--- config.mk ---
export PLATFORM = sky130hd
export DESIGN_NAME = deconv_output_streamer
export DESIGN_NICKNAME = d
export VERILOG_FILES = /design/src/rtl/deconv_output_streamer.sv
export SDC_FILE = /design/constraint.sdc
export NUM_CORES = 1
export LEC_CHECK = 0
export CORE_UTILIZATION = 55
export CTS_CLUSTER_SIZE = 40
export DETAILED_ROUTE_END_ITERATION = 8
export PLACE_DENSITY = 0.85
export SYNTH_ARGS = -nofsm -noshare
export SYNTH_HDL_FRONTEND = slang
export SYNTH_SLANG_ARGS = --single-unit
--- constraint.sdc ---
create_clock -name clk -period 7 [get_ports clk]
set_input_delay 1.05 -clock clk [delete_from_list [all_inputs] [get_ports clk]]
set_output_delay 1.05 -clock clk [all_outputs]
set_load 0.05 [all_outputs]
--- src/rtl/deconv_output_streamer.sv ---
// deconv_output_streamer
// ----------------------
// Captures the full (N*K)x(N*K) output feature map from the transposed-
// convolution core on its one-cycle `done_in` pulse. It then replays the map
// pixel by pixel, in raster order, over a valid/ready stream. Each pixel
// carries end-of-line and end-of-frame markers.
//
// Ports:
//   clk            rising-edge clock for all state
//   rst            asynchronous, active-low reset (asserted when 0)
//   done_in        one-cycle pulse; frame_in is valid in that cycle
//   frame_in       GRID*GRID pixels, row-major, index 0 is top-left
//   out_data       current pixel (registered)
//   out_valid      out_data / out_eol / out_last are valid
//   out_ready      consumer accepts the pixel when high together with out_valid
//   out_eol        current pixel is the last of its row
//   out_last       current pixel is the last of the frame
//   busy           a frame is held or being streamed
//   overrun        sticky; a frame arrived while busy and was dropped
//   clear_overrun  synchronous clear of overrun (a same-cycle set wins)
module deconv_output_streamer #(
  parameter int N           = 2,
  parameter int K           = 3,
  parameter int PIXEL_WIDTH = 8,
  parameter int GRID        = N * K
) (
  input  logic                   clk,
  input  logic                   rst,
  input  logic                   done_in,
  input  logic [PIXEL_WIDTH-1:0] frame_in [GRID*GRID],
  output logic [PIXEL_WIDTH-1:0] out_data,
  output logic                   out_valid,
  input  logic                   out_ready,
  output logic                   out_eol,
  output logic                   out_last,
  output logic                   busy,
  output logic                   overrun,
  input  logic                   clear_overrun
);

  localparam int TOTAL = GRID * GRID;
  localparam int IDX_W = (TOTAL > 1) ? $clog2(TOTAL) : 1;
  localparam int CW    = (GRID > 1) ? $clog2(GRID) : 1;
  localparam logic [IDX_W-1:0] IDX_MAX = IDX_W'(TOTAL - 1);
  localparam logic [CW-1:0]    COL_MAX = CW'(GRID - 1);

  typedef enum logic {
    IDLE   = 1'b0,
    STREAM = 1'b1
  } state_t;

  state_t                 state_reg, state_next;
  logic [IDX_W-1:0]       idx_reg, idx_next;
  logic [CW-1:0]          row_reg, row_next;
  logic [CW-1:0]          col_reg, col_next;
  logic [PIXEL_WIDTH-1:0] data_reg, data_next;
  logic                   eol_reg, eol_next;
  logic                   last_reg, last_next;
  logic                   overrun_reg, overrun_next;
  logic [PIXEL_WIDTH-1:0] bank_reg [TOTAL];

  logic             handshake;
  logic             at_last;
  logic             capture;
  logic             drop;
  logic [IDX_W-1:0] idx_inc;

  // out_valid is exactly "in STREAM", so the handshake needs only the state.
  assign handshake = (state_reg == STREAM) && out_ready;
  assign at_last   = (row_reg == COL_MAX) && (col_reg == COL_MAX);
  // A new frame is accepted when idle, or when it lands on the final
  // handshake of the current frame (seamless back-to-back streaming).
  assign capture   = done_in && ((state_reg == IDLE) || (handshake && at_last));
  // Only a STREAM-state pulse can fail to be captured.
  assign drop      = done_in && !capture;
  assign idx_inc   = idx_reg + 1'b1;

  // Frame register bank: loaded only on an accepted capture.
  always_ff @(posedge clk or negedge rst) begin
    if (!rst) begin
      for (int i = 0; i < TOTAL; i++) begin
        bank_reg[i] <= '0;
      end
    end else if (capture) begin
      for (int i = 0; i < TOTAL; i++) begin
        bank_reg[i] <= frame_in[i];
      end
    end
  end

  // State and registered-output register.
  always_ff @(posedge clk or negedge rst) begin
    if (!rst) begin
      state_reg   <= IDLE;
      idx_reg     <= '0;
      row_reg     <= '0;
      col_reg     <= '0;
      data_reg    <= '0;
      eol_reg     <= 1'b0;
      last_reg    <= 1'b0;
      overrun_reg <= 1'b0;
    end else begin
      state_reg   <= state_next;
      idx_reg     <= idx_next;
      row_reg     <= row_next;
      col_reg     <= col_next;
      data_reg    <= data_next;
      eol_reg     <= eol_next;
      last_reg    <= last_next;
      overrun_reg <= overrun_next;
    end
  end

  // Next-state and next-output logic. The outputs are computed one cycle
  // ahead so that out_data already shows the new pixel right after the edge
  // that accepted the previous one. A captured frame's first pixel comes
  // straight from frame_in because the bank is not yet written.
  always_comb begin
    state_next   = state_reg;
    idx_next     = idx_reg;
    row_next     = row_reg;
    col_next     = col_reg;
    data_next    = data_reg;
    eol_next     = eol_reg;
    last_next    = last_reg;
    overrun_next = overrun_reg;

    // A set event outranks a simultaneous clear.
    if (drop) begin
      overrun_next = 1'b1;
    end else if (clear_overrun) begin
      overrun_next = 1'b0;
    end

    if (capture) begin
      state_next = STREAM;
      idx_next   = '0;
      row_next   = '0;
      col_next   = '0;
      data_next  = frame_in[0];
      eol_next   = (COL_MAX == '0);
      last_next  = (IDX_MAX == '0);
    end else if (handshake) begin
      if (at_last) begin
        state_next = IDLE;
        idx_next   = '0;
        row_next   = '0;
        col_next   = '0;
        eol_next   = 1'b0;
        last_next  = 1'b0;
      end else begin
        idx_next  = idx_inc;
        data_next = bank_reg[idx_inc];
        if (col_reg == COL_MAX) begin
          col_next = '0;
          row_next = row_reg + 1'b1;
        end else begin
          col_next = col_reg + 1'b1;
        end
        eol_next  = (col_next == COL_MAX);
        last_next = (idx_inc == IDX_MAX);
      end
    end
  end

  assign out_data  = data_reg;
  assign out_valid = (state_reg == STREAM);
  assign out_eol   = eol_reg;
  assign out_last  = last_reg;
  assign busy      = (state_reg == STREAM);
  assign overrun   = overrun_reg;

endmodule

After elaboration in Yosys (flattened, before gate mapping)
Index checks and enable logic that the tools add are counted.
{"block": "op_classes", "addsub": 3, "n_lt_le_gt_ge": 1, "eq_ne": 5, "mux": 31, "bitwise_logic": 2, "n_reduce_logical": 14}
{"operator": "8-bit binary-select mux with 6-bit select", "n": 1}
{"operator": "8-bit 2-to-1 mux", "n": 5}
{"operator": "3-bit 2-to-1 mux", "n": 11}
{"operator": "6-bit 2-to-1 mux", "n": 3}
{"operator": "1-bit 2-to-1 mux", "n": 11}
{"operator": "3-bit equality test (second input constant)", "n": 3}
{"operator": "7-bit >= comparator (second input constant)", "n": 1}
{"operator": "6-bit NOT with 7-bit output", "n": 1}
{"operator": "3-bit by 1-bit adder with 3-bit output (second input constant)", "n": 2}
{"operator": "6-bit by 1-bit adder with 6-bit output (second input constant)", "n": 1}
{"operator": "6-bit equality test (second input constant)", "n": 1}
{"operator": "2-bit AND reduction", "n": 3}
{"operator": "2-bit nonzero test", "n": 3}
{"operator": "1-bit logical AND", "n": 5}
{"operator": "3-bit nonzero test", "n": 1}
{"operator": "2-bit by 1-bit != test with 1-bit output (second input constant)", "n": 1}
{"operator": "1-bit logical NOT", "n": 1}
{"operator": "1-bit logical OR", "n": 1}
{"operator": "1-bit NOT", "n": 1}
{"block": "word_totals", "register_bits": 312}

Logic depth before layout (Yosys ltp)
{"block": "depth", "word_depth": 10, "depth_mapped": 11}

Worst setup path after synthesis
Ideal clock, no wire load.
{"block": "synth_timing", "path_type": "input -> register", "startpoint": "in done_in", "endpoint": "reg bank_reg[126] in the netlist's numbering", "arrival_ps": 2323, "setup_slack_ps": 4552, "cell_stages": 5, "path_buffers": 2, "path_cell_list": "inv_1 o22ai_1 clkbuf_1 buf_2 mux2_2"}
{"block": "synth_via", "elab_chain_cells": 1}
{"element": "start, declared", "line_no": "29", "text": "input logic done_in,"}
{"element": "1-bit logical AND", "line_no": "73", "text": "assign capture = done_in && ((state_reg == IDLE) || (handshake && at_last));"}
{"element": "end signal, assigned by index", "line_no": "86", "text": "bank_reg[i] <= frame_in[i];"}
{"element": "end, declared", "line_no": "60", "text": "logic [PIXEL_WIDTH-1:0] bank_reg [TOTAL];"}
No other way between the ends.
A chain may end at the register's enable or synchronous reset.

Final worst setup path
{"block": "layout_timing", "startpoint": "reg idx_reg[0]", "endpoint": "reg data_reg[2], in the netlist out_data[2]"}
{"block": "layout_via", "elab_chain_cells": 8}
{"element": "start, declared", "line_no": "53", "text": "logic [IDX_W-1:0] idx_reg, idx_next;"}
{"element": "start signal, assigned", "line_no": "104", "text": "idx_reg <= idx_next;"}
{"element": "6-bit by 1-bit adder with 6-bit output", "line_no": "76", "text": "assign idx_inc = idx_reg + 1'b1;"}
{"element": "6-bit NOT with 7-bit output (not written as such)", "line_no": "153", "text": "data_next = bank_reg[idx_inc];"}
{"element": "8-bit binary-select mux with 6-bit select", "line_no": "153"}
{"element": "8-bit 2-to-1 mux (not written as such) (2 in series)", "line_no": "153"}
{"element": "8-bit 2-to-1 mux", "line_no": "144", "text": "if (at_last) begin"}
{"element": "8-bit 2-to-1 mux", "line_no": "143", "text": "end else if (handshake) begin"}
{"element": "8-bit 2-to-1 mux", "line_no": "135", "text": "if (capture) begin"}
{"element": "end signal, assigned", "line_no": "107", "text": "data_reg <= data_next;"}
{"element": "end, declared", "line_no": "56", "text": "logic [PIXEL_WIDTH-1:0] data_reg, data_next;"}
No other way between the ends. The select of a mux whose other input is x is not followed.

==> results.md <==
Final layout:
- The fraction of final layout cells sized beyond drive strength 1 is 0.275.
- The count of nets after finishing is around 1,700.
- The count of filler cells inserted in the layout is ~1,600.
- The area growth from synthesis to layout is 30.8%.
- The flip-flop count of the largest register after layout is approximately 290.

STA:
- The worst hold margin is 0.502 ns.
- After layout, the minimum clock period comes to about 4 ns.
- Static timing analysis puts the maximum clock frequency at 0.252 GHz.
- For the pin with the worst max-slew slack, the measured transition is 1.35 ns.
- For the final routed database, the setup TNS stands at 0 ns.
- Dividing the final minimum period by the clock period gives 0.567.
- The final max-slew violation count came to 0.
- The count of final hold-check violations is 0.
- The worst pin sits at a relative slew slack of 0.0967.
- Setup violations remaining at the end of the flow were counted as 0.
- The worst clock skew on the final layout is roughly 0.015 ns.
- Setup repair after global routing left no endpoint under its margin.

Synth:
- The top flip-flop cell by instance count after synthesis is dfrtp_1.
- The cell count after synthesis is 1,123.
- The synthesized design spends more area on one cell type than any other, namely dfrtp_1.
- The number of storage elements in the synthesis netlist is 312.
- The fraction of registers with async set/reset is 1.00.
- The most used standard cell by instance count after synthesis is dfrtp_1.
- Ranked by instance count, the synthesized netlist is headed by dfrtp_1 (312), mux2_2 (290), nand2_1 (178), nand3_1 (67), buf_2 (38).
- Yosys attributes the largest share of cell area to dfrtp_1 (55%), mux2_2 (23%), nand2_1 (4.7%), mux4_2 (4.1%), nand3_1 (2.3%).
- Synthesis produced a netlist with a net count of 1,420.
- The mapped netlist covers 14,300 um^2.
- The share of synthesized area in the top cell type comes to 0.545.
- A synthesized cell averages 12.8 um^2.
- The number of enable-type register cells in the synthesized netlist is 0.
- Of the synthesized area, sequential elements account for 0.545.
- Counting distinct cell types in the post-synthesis netlist gives 45.
- The number of warnings reported in the yosys synthesis log is 0.

Floorplanning:
- The number of top-level design ports is 306.
- The die boundary height is 163 um.
- In this run the horizontal extent of the chip is 163 um.
- The initial utilization of the core area, before any placement, comes to 0.564.
- The total area inside the core boundary comes to ~25,000 um^2.
- The floorplan has 58 rows.
- The die covers 26,700 um^2.

Critical path:
- Walking the worst path, the cells encountered are ha_1 -> xor2_4 -> buf_4 -> mux2i_1 -> a32oi_1 -> a31oi_1 -> or4_1 -> a21oi_1.
- The delay of the slowest cell on the worst path is 0.94 ns.
- The worst setup path is launched from a flip-flop.
- The worst endpoint data arrival time is between 4 and 5 ns.
- In this run the worst path has a maximum fanout of 103.
- The cell at the slowest stage of the critical path is buf_4.
- The class of the most critical setup path is reg2reg.
- The worst setup path is captured at a flip-flop.
- The data required time at the worst endpoint is 7.42 ns.

GRT:
- The global routing's busiest layer is met2.
- The number of antenna violations at the first check in global routing was 1.
- The overall overflow remaining after global route is 0.
- The global-route wire length before repair is 59,100 um.
- The met1 global-route usage is 0.383.
- The maximum number of pins on one net before global-route repair is 177.
- For met2 alone, demand over resource in global routing was 0.476.
- The met3 track utilization from global routing is 0.0642.
- The number of global-route vias before repair is between 10,000 and 15,000.
- The global-route usage over all layers is 0.293.

Pwr:
- The leakage power is 7.89 nW.
- The power density relative to cell area is 324 nW/um^2.
- The worst-case IR drop observed on VDD is 347 uV.

Placement:
- The count of buffers inserted at the top-level ports is 305.
- The detailed placer's ending HPWL is 26,100 um.
- The weighted congestion at the end of routability-driven global placement is 0.846.

Route:
- After the first detailed-routing iteration, the DRC count stood at 879.
- Wires add up to 38,300 um.
- Summing over every cut layer, the via total after detailed routing is 10,300.
- The first-pass detailed-route iteration total is 5.
- The remaining number of nets flagged by the antenna check after routing is 0.
- After detailed routing, the number of remaining DRC violations is 0.
- The routed wire length per instance is 21.8 um.
- In the routed layout, each cell is associated on average with a via count of between 5 and 6.

CTS:
- Once the clock tree was built, the resizer swapped 0 gates to a different size.
- For the worst-skew pair, the clock arrives at the later sink with an insertion delay of 0.51 ns.
- The number of buffers inserted during clock tree synthesis is 34.
- The number of buffers inserted to repair setup after CTS is 0.
- Counting every sink on the clock net gives between 300 and 400.
- The H-tree was split into 2 levels.
- After clock tree synthesis, the clock-pin slew on the worst setup and hold paths is 0.06 ns.
- TritonCTS built the clock tree.
- The maximum buffer depth of the clock tree is 3.
- The cts-stage hold buffer count is 0.
- The tree is rooted in a clkbuf_16.

Run status:
- The run finished with clean final reports.

Worst hold path:
- The path type of the worst min-delay path is reg2reg.

Flow run:
- The total of max-cap violations is 0.
[cell families after synthesis]
group,Yosys count,synth area share
adders and majority gates,4,0.00349
xor gates and xnor gates,5,0.00411
AOI/OAI and AO/OA,91,0.0443
muxes,339,0.285
DFF,312,0.545
and+or+nand+nor,291,0.0887
buffers and inverters,81,0.0295
[worst paths after layout]
path,from,depth (start not counted),endpoint,slack (ns)
max,idx_reg[0]$_DFFE_PN0P_,8,out_data[2]$_DFFE_PN0P_,3.03
max in group asynchronous,rst,2,bank_reg[239]$_DFFE_PN0N_,4.78
max reg2reg,idx_reg[0]$_DFFE_PN0P_,8,out_data[2]$_DFFE_PN0P_,3.03
min reg2reg,out_eol$_DFFE_PN0P_,2,out_eol$_DFFE_PN0P_,0.50
min,out_eol$_DFFE_PN0P_,2,out_eol$_DFFE_PN0P_,0.50
min in group asynchronous,rst,1,bank_reg[2]$_DFFE_PN0N_,0.66
[where the power goes]
group	switching (mW)	total [mW]	leakage, nW	internal [mW]
logic	1.15	1.95	3.44	0.799
clock network	0.714	1.90	0.594	1.18
registers	0.175	2.23	3.86	2.05
total	2.04	6.07	7.89	4.03
[cells in the final DEF, fill, tap and decap left out, types with 6 or more instances in the layout]
cell / count
a21oi_1: 8
a221oi_1: 10
a31oi_1: 15
a32oi_1: 15
a41oi_1: 8
buf_4: 6
clkbuf_1: 6
clkbuf_16: 37
clkbuf_8: 7
clkdlybuf4s50_1: 304
dfrtp_1: 311
inv_1: 7
mux2_2: 290
mux2i_1: 23
mux4_2: 26
nand2_1: 178
nand3_1: 67
nor2_1: 17
o21ai_0: 22
or4_1: 8
[layout make-up]
cell class              count  area [um^2]  share of cell area
diodes                      1         2.50            0.000134
inverters                   7         26.3             0.00140
well taps                 330          413              0.0220
flip-flops and latches    312         7810               0.417
clock buffers              50         1040              0.0558
repair buffers            313         3140               0.168
clock inverters            10          154             0.00822
multi-input cells         730         6140               0.328
[per-layer routing]
layer / share of wire / routed length [um]
met3: 0.080 / 3050
met2: 0.49 / 18700
met5: 0.00034 / 13
met1: 0.40 / 15200
met4: 0.036 / 1360
[critical path, delay by kind of cell, from the launching register on]
kind / cells / cell delay [ns]
AOI/OAI and AO/OA: 3 / 0.68
xor gates and xnor gates: 1 / 0.17
adders and majority gates: 1 / 0.57
buffers and inverters: 1 / 0.94
DFF: 1 / 0.56
muxes: 1 / 0.27
and+or+nand+nor: 1 / 0.58
[per-stage QoR]
| step | power, mW | worst slack (ns) | cell area [um^2] | util | std cells |
|---|---|---|---|---|---|
| floorplan | 3.46 | 4.55 | 14300 | - | 1123 |
| finish | 6.07 | 3.03 | 18700 | 0.737 | 1753 |
| CTS | 6.08 | 3.07 | 18700 | 0.737 | 1752 |
| detailed placement | 4.18 | 2.78 | 17500 | 0.690 | 1692 |
| global route | 6.34 | 2.86 | 18700 | 0.737 | 1752 |
| global placement | 4.12 | 2.83 | 17500 | 0.690 | 1692 |
No activity file was read; power rests on OpenSTA's default activity.
